`src/rtl/id_exe_stage.sv`:
```
// rtl/id_exe_stage.sv - ID/EXE pipeline register with skid buffer, load-use hazard stall and bubble counter
//
// Purpose: holds one decoded instruction (MAIN) toward EXE plus one overflow
// entry (SKID) so that the upstream ready never depends on out_ready_i.
// A load in MAIN whose destination matches an incoming source stalls ID.
//
// Ports:
//   clk, rst                     clock, asynchronous active-low reset
//   in_valid_i / in_ready_o      ID-side handshake
//   reg{1,2,3}_addr_i, reg{1,2,3}_i, alu_ctrl_i, src_mem_alu_i,
//   src_imm_reg_i, src_din_i, extension_i      incoming payload
//   flush_i                      drop every held entry
//   out_valid_o / out_ready_i    EXE-side handshake
//   *_o payload                  registered copy of the MAIN entry
//   hazard_o                     load-use hazard this cycle
//   bubble_cnt_o                 saturating count of stall bubbles

module id_exe_stage #(
  parameter int DATA_W    = 32,
  parameter int ADDR_W    = 5,
  parameter int ALUCTRL_W = 5,
  parameter int EXT_W     = 2,
  parameter int CNT_W     = 16
) (
  input  logic                 clk,
  input  logic                 rst,

  input  logic                 in_valid_i,
  output logic                 in_ready_o,
  input  logic [ADDR_W-1:0]    reg1_addr_i,
  input  logic [ADDR_W-1:0]    reg2_addr_i,
  input  logic [ADDR_W-1:0]    reg3_addr_i,
  input  logic [DATA_W-1:0]    reg1_i,
  input  logic [DATA_W-1:0]    reg2_i,
  input  logic [DATA_W-1:0]    reg3_i,
  input  logic [ALUCTRL_W-1:0] alu_ctrl_i,
  input  logic                 src_mem_alu_i,
  input  logic                 src_imm_reg_i,
  input  logic                 src_din_i,
  input  logic [EXT_W-1:0]     extension_i,

  input  logic                 flush_i,

  output logic                 out_valid_o,
  input  logic                 out_ready_i,
  output logic [ADDR_W-1:0]    reg1_addr_o,
  output logic [ADDR_W-1:0]    reg2_addr_o,
  output logic [ADDR_W-1:0]    reg3_addr_o,
  output logic [DATA_W-1:0]    reg1_o,
  output logic [DATA_W-1:0]    reg2_o,
  output logic [DATA_W-1:0]    reg3_o,
  output logic [ALUCTRL_W-1:0] alu_ctrl_o,
  output logic                 src_mem_alu_o,
  output logic                 src_imm_reg_o,
  output logic                 src_din_o,
  output logic [EXT_W-1:0]     extension_o,

  output logic                 hazard_o,
  output logic [CNT_W-1:0]     bubble_cnt_o
);

  localparam int PAY_W = 3*ADDR_W + 3*DATA_W + ALUCTRL_W + 3 + EXT_W;

  logic [PAY_W-1:0] in_pay;
  logic [PAY_W-1:0] main_pay;
  logic [PAY_W-1:0] skid_pay;
  logic             main_valid;
  logic             skid_valid;
  logic [CNT_W-1:0] bubble_cnt;
  logic             in_xfer;
  logic             out_xfer;

  assign in_pay = {reg1_addr_i, reg2_addr_i, reg3_addr_i,
                   reg1_i, reg2_i, reg3_i,
                   alu_ctrl_i, src_mem_alu_i, src_imm_reg_i, src_din_i,
                   extension_i};

  // Outputs are taken directly from the MAIN flops.
  assign {reg1_addr_o, reg2_addr_o, reg3_addr_o,
          reg1_o, reg2_o, reg3_o,
          alu_ctrl_o, src_mem_alu_o, src_imm_reg_o, src_din_o,
          extension_o} = main_pay;

  assign out_valid_o  = main_valid;
  assign bubble_cnt_o = bubble_cnt;

  // A load in MAIN writing a non-zero register that the incoming
  // instruction reads cannot be forwarded in time, so ID must wait.
  assign hazard_o = in_valid_i && main_valid && src_mem_alu_o &&
                    (reg3_addr_o != '0) &&
                    ((reg3_addr_o == reg1_addr_i) || (reg3_addr_o == reg2_addr_i));

  // Ready depends only on local state and ID-side inputs, never on out_ready_i.
  assign in_ready_o = !skid_valid && !hazard_o && !flush_i;

  assign in_xfer  = in_valid_i && in_ready_o;
  assign out_xfer = main_valid && out_ready_i;

  always_ff @(posedge clk or negedge rst) begin
    if (!rst) begin
      main_valid <= 1'b0;
      skid_valid <= 1'b0;
      main_pay   <= '0;
      skid_pay   <= '0;
    end else if (flush_i) begin
      // Payload is left stale; only the valid bits matter.
      main_valid <= 1'b0;
      skid_valid <= 1'b0;
    end else if (out_xfer) begin
      if (skid_valid) begin
        // in_xfer is impossible here because SKID is occupied.
        main_pay   <= skid_pay;
        skid_valid <= 1'b0;
      end else if (in_xfer) begin
        main_pay   <= in_pay;
      end else begin
        main_valid <= 1'b0;
      end
    end else if (in_xfer) begin
      if (!main_valid) begin
        main_pay   <= in_pay;
        main_valid <= 1'b1;
      end else begin
        skid_pay   <= in_pay;
        skid_valid <= 1'b1;
      end
    end
  end

  // A hazard cycle with EXE ready is a slot EXE received no new work for.
  always_ff @(posedge clk or negedge rst) begin
    if (!rst) begin
      bubble_cnt <= '0;
    end else if (hazard_o && out_ready_i && (bubble_cnt != {CNT_W{1'b1}})) begin
      bubble_cnt <= bubble_cnt + CNT_W'(1);
    end
  end

endmodule

```
`config.mk`:
```
export PLATFORM = sky130hd
export DESIGN_NAME = id_exe_stage
export DESIGN_NICKNAME = d
export VERILOG_FILES = /design/src/rtl/id_exe_stage.sv
export SDC_FILE = /design/constraint.sdc
export NUM_CORES = 1
export LEC_CHECK = 0
export ABC_AREA = 0
export CAP_MARGIN = 20
export CORE_MARGIN = 4
export CORE_UTILIZATION = 35
export DETAILED_ROUTE_END_ITERATION = 7
export DONT_BUFFER_PORTS = 1
export HOLD_SLACK_MARGIN = 0.12
export SYNTH_ARGS = -nofsm -noshare
export SYNTH_HDL_FRONTEND = slang
export SYNTH_SLANG_ARGS = --single-unit
```
`constraint.sdc`:
```
create_clock -name clk -period 6.85 [get_ports clk]
set_clock_uncertainty 0.05 [all_clocks]
set_input_delay 1.7125 -clock clk [delete_from_list [all_inputs] [get_ports clk]]
set_output_delay 1.7125 -clock clk [all_outputs]
set_load 0.005 [all_outputs]
```
==> results by group, run 1 <==
Critical path
  • Startpoint type of the worst setup path: input pin
  • Ordered list of cells on the worst path: xnor2_1, nand3_1, o22a_1, nor2_1, nor3_1
  • Worst stage delay on the critical path: roughly 0.32 ns
  • Category of the worst setup path capture point: output pin
  • Path type of the worst setup path: in -> out
  • Crit path buf inv count: 0
  • Arrival time of the worst setup path: 2.77 ns
  • Reg-to-Reg Start: out_valid_o
  • Largest driver fanout on the critical path: 3
  • Worst reg2reg setup slack: ~3.6 ns
  • Cell type group with the largest total delay on the critical path: simple AND/OR/NAND/NOR gates
  • Critical path required time: about 5.1 ns
  • CP startpoint: reg1_addr_i[2]
  • Cell with the largest stage delay on the worst path: o22a_1

Clock network
  • Post-CTS setup buffers: 0
  • TritonCTS Buffers: 30
  • Maximum buffer depth of the clock tree: 3
  • Hold buffer count at cts: 0
  • Clock tree from TritonCTS: done
  • Clock Sink Count: 260
  • Clk slew on worst S/H paths: around 0.060 ns
  • Clock network latency to the later pin of the worst-skew pair: 0.54 ns
  • # resized after CTS: 0
  • Clock H-tree levels: 1
  • Cell chosen for the clock root: clkbuf_16

Power
  • Int Pwr: 3.17 mW
  • Relative contribution of the clock network to total power: 0.364
  • Maximum VDD drop: approximately 190 uV
  • Power density of the placed cells: about 330 nW/um^2
  • Combinational share of power: 0.113
  • Sw Pwr: approximately 1.1 mW
  • Switching share of total power: 0.250
  • Total leakage power: around 5.4 nW
  • Share of total power in sequential cells: 0.523

Floorplanning
  • Starting density of the core: 0.354
  • Die height: between 150 and 200 um
  • I/O pin total: between 200 and 300
  • Width of the die: around 190 um
  • Area of the placeable core: roughly 33000 um^2
  • Area of the die: between 30000 and 40000 um^2
  • Cell Rows: 66

Logic synthesis
  • Synth unique cells: 36
  • Number of flops mapped to enable cells by yosys: 0
  • Area contributors post-synth: dfrtp_1 56%, mux2_2 18%, mux2_1 18%, xnor2_1 1.8%, buf_6 1.5%
  • Number of synthesis warnings: 0
  • Async S/R FF share, synth: 1.00
  • Area share of the largest cell type after synthesis: 0.564
  • Syn_nets: 884
  • Portion of the post-synthesis area used by sequential elements: 0.564
  • Number of synthesized register bits: between 200 and 300
  • Flip-flop cell with the highest count after synthesis: dfrtp_1
  • Post-Syn Area per Cell: roughly 15 um^2
  • Gate Count Post-Synth: around 760
  • Largest area contributor in the synthesized netlist: dfrtp_1
  • Synthesized cell area: ~12000 um^2

Drt
  • Via count of the routed design: roughly 6000
  • Vias per cell: slightly below 5
  • Count of unresolved DRC violations after routing: 0
  • DRT Pass-1 Iters: 4
  • Violation count after the first detailed-route iteration: approximately 200
  • Post-Route WL: 24800 um
  • Routed wirelength normalized by instance count: around 20 um
  • Remaining antenna violation count: 0

STA
  • Final period utilization: 0.662
  • Total negative setup slack: 0 ns
  • Post-route worst setup slack: between 2 and 2.5 ns
  • Setup repair after global routing missed its margin: no
  • Number of hold violations in the final report: 0
  • Tightest Pin Transition: a little over 1 ns
  • Setup violation total in the final timing report: 0
  • Max transition margin: 0.326
  • Max Clock Freq: roughly 0.22 GHz
  • Clock period minus final worst setup slack: 4.53 ns
  • Number of max-slew violations in the final report: 0

Global route
  • Pin count of the biggest net entering global routing: around 260
  • Global-route usage over all layers: 0.135
  • Global-route wire length before repair: between 30000 and 40000 um
  • Initial antenna violation count: 0
  • Total global routing overflow: 0
  • Number of global-route vias before repair: between 6000 and 7000

Status
  • Result of the run: complete, no violations

Placed design
  • Worst slack, placed: roughly 2.3 ns
  • Global placement routability congestion: roughly 0.76
  • Quantity of I/O buffers inserted on ports: 0
  • HPWL reported at the end of detailed placement: ~16000 um

Cells and area
  • Fraction of final layout cells sized beyond drive strength 1: 0.311
  • Post-synthesis to final-layout area growth: 11.2%
  • Antenna Cells: 0
  • Final-stage net count: roughly 880

Min path
  • HP Class: reg -> reg
  • Worst min-delay path startpoint: skid_pay[107]

Run
  • Reported max-cap violation count: 0
synth_stat cells (5+ instances only):
| cell | n |
|---|---|
| inv_1 | 5 |
| nand3_1 | 11 |
| nand4_1 | 6 |
| nor2_1 | 6 |
| buf_4 | 7 |
| buf_6 | 15 |
| xnor2_1 | 24 |
| mux2_1 | 180 |
| dfrtp_1 | 260 |
| mux2_2 | 184 |
| nand2_1 | 7 |
| clkbuf_1 | 15 |
power by group through the flow:
stage	Sequential [mW]	Clock [mW]	Combinational, mW
finish	2.21	1.54	0.476
global route	2.26	1.66	0.538
CTS	2.22	1.60	0.489
detailed placement	2.24	0	0.486
global placement	2.23	0	0.468
floorplan	2.13	0	0.438
worst reg2reg max path: stages (launching register included):
cell      delay [ns]
dfrtp_1         0.56
nand3_4         0.76
o221ai_4        0.43
buf_4           0.77
mux2_2          0.53
layout make-up:
type                            instances  area, um^2
Timing Repair Buffer                    7        52.6
Multi-Input combinational cell        451        4730
Inverter                                5        18.8
Tap cell                              442         553
Fill cell                            3075       19700
Sequential cell                       260        6510
Clock buffer                           44         905
Clock inverter                          5        50.0
cells by family (layout without fill, tap and decap cells):
family / count (synthesis) / in the layout / share of synthesized area
AND/OR/NAND/NOR: 48 / 48 / 0.0229
flip-flops: 260 / 260 / 0.564
AO/OA/AOI/OAI: 13 / 13 / 0.00933
multiplexers: 365 / 365 / 0.356
adder cells (fa/ha/maj): 1 / 1 / 0.00108
buffers and inverters: 46 / 61 / 0.0280
XOR/XNOR: 24 / 24 / 0.0182
per-layer routing:
metal,vias up,wire (um),global-route usage
met5,-,0,0
met4,0,581,0.0351
met3,37,2560,0.0572
met2,169,11600,0.211
met1,3087,10100,0.173
li1,2708,-,-
path summary, 6_finish.rpt:
check | end | cells past startpoint
worst max-delay path | in_ready_o | 5
worst min-delay path | skid_pay[107] | 1
worst max register to register | main_pay[82] | 4
worst min register to register | skid_pay[107] | 1
max in group asynchronous | main_pay[41] | 0
min in group asynchronous | skid_pay[3] | 0
cells in the final DEF (no fill, tap or decap), types with 2 or more instances in the layout:
master	count
a211oi_1	2
a21oi_1	3
and4_1	2
buf_4	7
clkbuf_1	5
clkbuf_16	31
clkbuf_8	8
clkinv_2	4
dfrtp_1	260
inv_1	5
mux2_1	180
mux2_2	184
nand2_1	7
nand2b_1	3
nand3_1	10
nand3b_1	3
nand4_1	6
nor2_1	6
nor3_1	3
o21ai_0	2
xnor2_1	24
sequential cells by signal (all words and copies together), names as in the netlist:
register,cells
skid_valid,1
out_valid_o,1
main_pay,121
bubble_cnt_o,16
skid_pay,121
metrics by stage:
step / std cells / power (mW) / area, um^2 / util / hold WS, ns
final: 1214 / 4.22 / 12800 / 0.394 / 0.434
after global routing: 1214 / 4.46 / 12800 / 0.394 / 0.447
after CTS: 1214 / 4.31 / 12800 / 0.394 / 0.440
after detailed placement: 1165 / 2.73 / 11900 / 0.365 / 0.427
after global placement: 1165 / 2.70 / 11900 / 0.365 / 0.420
after floorplan: 757 / 2.56 / 11500 / - / 0.410
Power figures use the tool's default switching activity.
==> inputs of run 2 (changes only) <==
Clock period 6.85 ns to 4.7 ns, I/O delays scaled along.
==> results by group, run 2 (same netlist as run 1, synthesis figures left out) <==
Critical path
  • Category of the worst setup path capture point: output pin
  • Largest driver fanout on the critical path: 6
  • Startpoint type of the worst setup path: flip-flop
  • Critical path required time: around 3.5 ns
  • Length in cells of the worst reg-to-reg path: 6
  • Arrival time of the worst setup path: 2.40 ns
  • Path type of the worst setup path: reg -> out

Placed design
  • HPWL reported at the end of detailed placement: about 16000 um
  • Quantity of I/O buffers inserted on ports: 0
  • Global placement routability congestion: 0.755

Clock network
  • Clock tree from TritonCTS: done
  • Cell chosen for the clock root: clkbuf_16
  • Clock network latency to the later pin of the worst-skew pair: between 0.5 and 0.6 ns
  • Post-CTS setup buffers: 0
  • Clock Sink Count: 260
  • Hold buffer count at cts: 0
  • Clock H-tree levels: 1
  • # resized after CTS: 0
  • Clk slew on worst S/H paths: ~0.06 ns
  • Maximum buffer depth of the clock tree: 3
  • TritonCTS Buffers: 30

STA
  • Total negative setup slack: 0 ns
  • Setup repair after global routing missed its margin: no
  • Max transition margin: 0.352
  • Final period utilization: 0.772
  • Tightest Pin Transition: 0.971 ns
  • Number of hold violations in the final report: 0
  • Max Clock Freq: between 0.2 and 0.3 GHz
  • Hold slack: just under 0.3 ns
  • Setup violation total in the final timing report: 0
  • Number of max-slew violations in the final report: 0
  • Clock period minus final worst setup slack: approximately 3.6 ns

Power
  • Maximum VDD drop: roughly 300 uV
  • Int Pwr: between 4 and 5 mW
  • Power density of the placed cells: a little under 500 nW/um^2
  • Share of total power in sequential cells: 0.502
  • Switching share of total power: 0.247
  • Total leakage power: around 5.5 nW
  • Sw Pwr: between 1.5 and 2 mW
  • Relative contribution of the clock network to total power: 0.390
  • Combinational share of power: 0.108
  • Post-layout power: ~6.4 mW

Cells and area
  • Most common cell after layout, fill and taps aside: dfrtp_1
  • Post-synthesis to final-layout area growth: 12.4%
  • Area of combinational cells with multiple inputs: about 4700 um^2
  • Final-stage net count: 881
  • Fraction of final layout cells sized beyond drive strength 1: 0.315
  • Number of fillers in the final layout: 3078
  • Most frequent cells in the layout: 260 x dfrtp_1, 184 x mux2_2, 180 x mux2_1
  • Antenna Cells: 0
  • Flip-flop and latch area: ~6500 um^2

Drt
  • DRT Pass-1 Iters: 4
  • Vias per cell: around 5.0
  • Post-Route WL: 24800 um
  • Routed wirelength normalized by instance count: around 20 um
  • Count of unresolved DRC violations after routing: 0
  • Remaining antenna violation count: 0
  • Via count of the routed design: roughly 6000
  • Violation count after the first detailed-route iteration: about 270

Run
  • Reported max-cap violation count: 0

Global route
  • Initial antenna violation count: 0
  • Pin count of the biggest net entering global routing: approximately 260
  • Total global routing overflow: 0
  • Global-route usage over all layers: 0.135
  • Number of global-route vias before repair: between 6000 and 7000
  • Global-route wire length before repair: between 30000 and 40000 um

Floorplanning
  • Width of the die: around 190 um
  • I/O pin total: 266
  • Area of the die: between 30000 and 40000 um^2
  • Cell Rows: 66
  • Area of the placeable core: about 33000 um^2
  • Die height: between 150 and 200 um
  • Starting density of the core: 0.354

Status
  • Result of the run: complete, no violations

Min path
  • HP Class: in -> async
run 2: changes by cell type in the layout (fill, tap and decap cells not counted), sizes merged:
| cell | previous run | this run |
|---|---|---|
| clkinv | 4 | 8 |
| clkinvlp | 0 | 2 |
| bufinv | 1 | 6 |
| inv | 5 | 6 |
| buf | 7 | 6 |
| clkbuf | 44 | 38 |
run 2: final timing paths:
check                              start               to  slack [ns]
setup / recovery           main_pay[107]       in_ready_o        1.07
hold / removal                       rst      main_pay[8]        0.29
setup reg to reg           main_pay[107]     main_pay[84]        1.60
hold reg to reg             skid_pay[37]     skid_pay[37]        0.44
max in group asynchronous            rst  bubble_cnt_o[3]        3.65
min in group clk            skid_pay[37]     skid_pay[37]        0.44
run 2: area by class of cell:
type,count,area share
clock buffer,38,0.0634
clock inverter,17,0.0191
inverter,5,0.00145
multi-input combinational,451,0.365
sequential,260,0.502
tap,442,0.0427
timing repair buffer,6,0.00637
run 2: power groups by stage:
stage / registers, mW / clock network (mW) / logic, mW
6_report: 3.21 / 2.50 / 0.690
3_3_place_gp: 3.25 / 0 / 0.677
5_1_grt: 3.30 / 2.68 / 0.777
3_5_place_dp: 3.27 / 0 / 0.707
4_1_cts: 3.23 / 2.58 / 0.709
2_1_floorplan: 3.10 / 0 / 0.639
run 2: worst max-delay path, stage by stage, from the launching register on:
cell	delay [ns]
dfrtp_1	0.47
or4_1	0.60
o2111ai_2	0.37
nor2_1	0.17
nor3_1	0.25
run 2: layer usage:
metal / GRT usage / share of wire
met1: 0.167 / 0.40
met5: 0 / 0
met2: 0.214 / 0.47
met4: 0.0440 / 0.030
met3: 0.0573 / 0.10
run 2: metrics by stage:
step / cell area [um^2] / util / setup WS, ns / instances
after CTS: 13000 / 0.398 / 1.01 / 1219
final: 13000 / 0.398 / 1.07 / 1219
after detailed placement: 11900 / 0.366 / 1.19 / 1164
after global routing: 13000 / 0.398 / 0.911 / 1219
after global placement: 11900 / 0.366 / 1.20 / 1164
after floorplan: 11500 / - / 1.57 / 757
==> inputs of run 3 (changes only) <==
Clock period 4.7 ns to 3.1 ns, I/O delays scaled along.
==> results by group, run 3 (same netlist as run 1, synthesis figures left out) <==
Status
  • Result of the run: finished with violations
  • Violated checks: hold timing

Critical path
  • Startpoint type of the worst setup path: flip-flop
  • Worst reg2reg setup slack: between 0.3 and 0.4 ns
  • Path type of the worst setup path: reg -> out
  • Critical path required time: 2.27 ns
  • Largest driver fanout on the critical path: 5
  • Arrival time of the worst setup path: roughly 2.2 ns
  • Category of the worst setup path capture point: output pin

STA
  • Hold slack: -0.120 ns
  • Total negative setup slack: 0 ns
  • Tightest Pin Transition: 0.535 ns
  • Setup repair after global routing missed its margin: no
  • Setup violation total in the final timing report: 0
  • Number of hold violations in the final report: 260
  • Number of max-slew violations in the final report: 0
  • Max transition margin: 0.640
  • Max Clock Freq: 0.337 GHz
  • Clock period minus final worst setup slack: 2.97 ns
  • Final period utilization: 0.958

Drt
  • Via count of the routed design: 6041
  • Post-Route WL: roughly 25000 um
  • Remaining antenna violation count: 0
  • Count of unresolved DRC violations after routing: 0
  • DRT Pass-1 Iters: 4
  • Violation count after the first detailed-route iteration: around 210
  • Vias per cell: just under 5
  • Routed wirelength normalized by instance count: roughly 20 um

Global route
  • Global-route usage over all layers: 0.136
  • Pin count of the biggest net entering global routing: between 200 and 300
  • Global-route wire length before repair: slightly below 40000 um
  • Total global routing overflow: 0
  • Initial antenna violation count: 0
  • Number of global-route vias before repair: approximately 6400

Floorplanning
  • Starting density of the core: 0.354
  • I/O pin total: 266
  • Cell Rows: 66
  • Area of the die: 35900 um^2
  • Die height: between 150 and 200 um
  • Area of the placeable core: approximately 33000 um^2
  • Width of the die: roughly 190 um

Clock network
  • Clock tree from TritonCTS: done
  • Maximum buffer depth of the clock tree: 3
  • TritonCTS Buffers: 30
  • Cell chosen for the clock root: clkbuf_16
  • Clk slew on worst S/H paths: roughly 0.060 ns
  • Clock network latency to the later pin of the worst-skew pair: 0.54 ns
  • Clock H-tree levels: 1
  • Clock Sink Count: 260

Power
  • Power density of the placed cells: about 740 nW/um^2
  • Post-layout power: 9.67 mW
  • Maximum VDD drop: 402 uV
  • Total leakage power: ~5.5 nW

Cells and area
  • Most common cell after layout, fill and taps aside: dfrtp_1
  • Fraction of final layout cells sized beyond drive strength 1: 0.324
  • Number of fillers in the final layout: approximately 3000
  • Final-stage net count: just under 900
  • Flip-flop and latch area: between 6000 and 7000 um^2
  • Antenna Cells: 0
  • Most frequent cells in the layout: 260 x dfrtp_1, 184 x mux2_2, 180 x mux2_1
  • Post-synthesis to final-layout area growth: 13.3%
  • Area of combinational cells with multiple inputs: 4750 um^2

Placed design
  • Quantity of I/O buffers inserted on ports: 0
  • Global placement routability congestion: 0.745
  • HPWL reported at the end of detailed placement: roughly 16000 um

Run
  • Reported max-cap violation count: 0

Min path
  • HP Class: in -> async
run 3: cell types whose count changed in the layout (fill, tap and decap cells not counted), moves of 2 or more:
cell	change
bufinv_16	-2
buf_4	+2
clkbuf_8	+5
buf_12	+4
run 3: layer usage:
layer,track usage,share of wire,vias to the layer above
li1,-,-,2729
met1,0.171,0.41,3113
met2,0.218,0.47,167
met3,0.0568,0.099,32
met4,0.0345,0.019,0
met5,0,0,-
run 3: what timing repair did:
action                     4_1_cts  5_1_grt
cloned                           0        0
resized for setup                2        1
buffers inserted                 1        0
pin swaps                        1        0
hold endpoints to repair       260      260
setup endpoints to repair        1        1
run 3: cell type report:
class	instances	area share
flip-flops and latches	260	0.498
multi-input cells	451	0.364
clock buffers	43	0.0682
well taps	442	0.0423
repair buffers	12	0.0136
clock inverters	13	0.0128
inverters	5	0.00144
run 3: worst max-delay path, stage by stage (launching register included):
cell and delay, ns:
dfrtp_1 0.46, or4_4 0.59, o2111ai_4 0.22, nor2_1 0.14, nor3_2 0.18
run 3: metrics by stage:
step	hold slack, ns	setup WS (ns)	util	instance area [um^2]	instances
after floorplan	0.410	0.739	-	11500	757
after global placement	0.419	0.381	0.368	12000	1169
after detailed placement	0.427	0.365	0.368	12000	1169
after CTS	-0.166	0.0345	0.402	13100	1226
after global routing	-0.159	0.0273	0.402	13100	1226
final	-0.120	0.130	0.402	13100	1226
run 3: final timing paths:
kind / start / endpoint / cells past startpoint
worst max register to register: main_pay[107] / main_pay[84] / 7
worst min register to register: skid_pay[91] / skid_pay[91] / 1
worst min-delay path: rst / skid_pay[3] / 0
max in group asynchronous: rst / main_pay[60] / 0
min in group clk: flush_i / out_valid_o / 1
worst max-delay path: main_pay[107] / in_ready_o / 4
run 3: power breakdown:
| part | switching [mW] | total (mW) | internal, mW | leakage (nW) |
|---|---|---|---|---|
| sequential | 0.610 | 4.87 | 4.26 | 3.15 |
| clock | 1.39 | 3.71 | 2.32 | 0.526 |
| combinational | 0.391 | 1.09 | 0.697 | 1.85 |
| total | 2.40 | 9.67 | 7.28 | 5.52 |
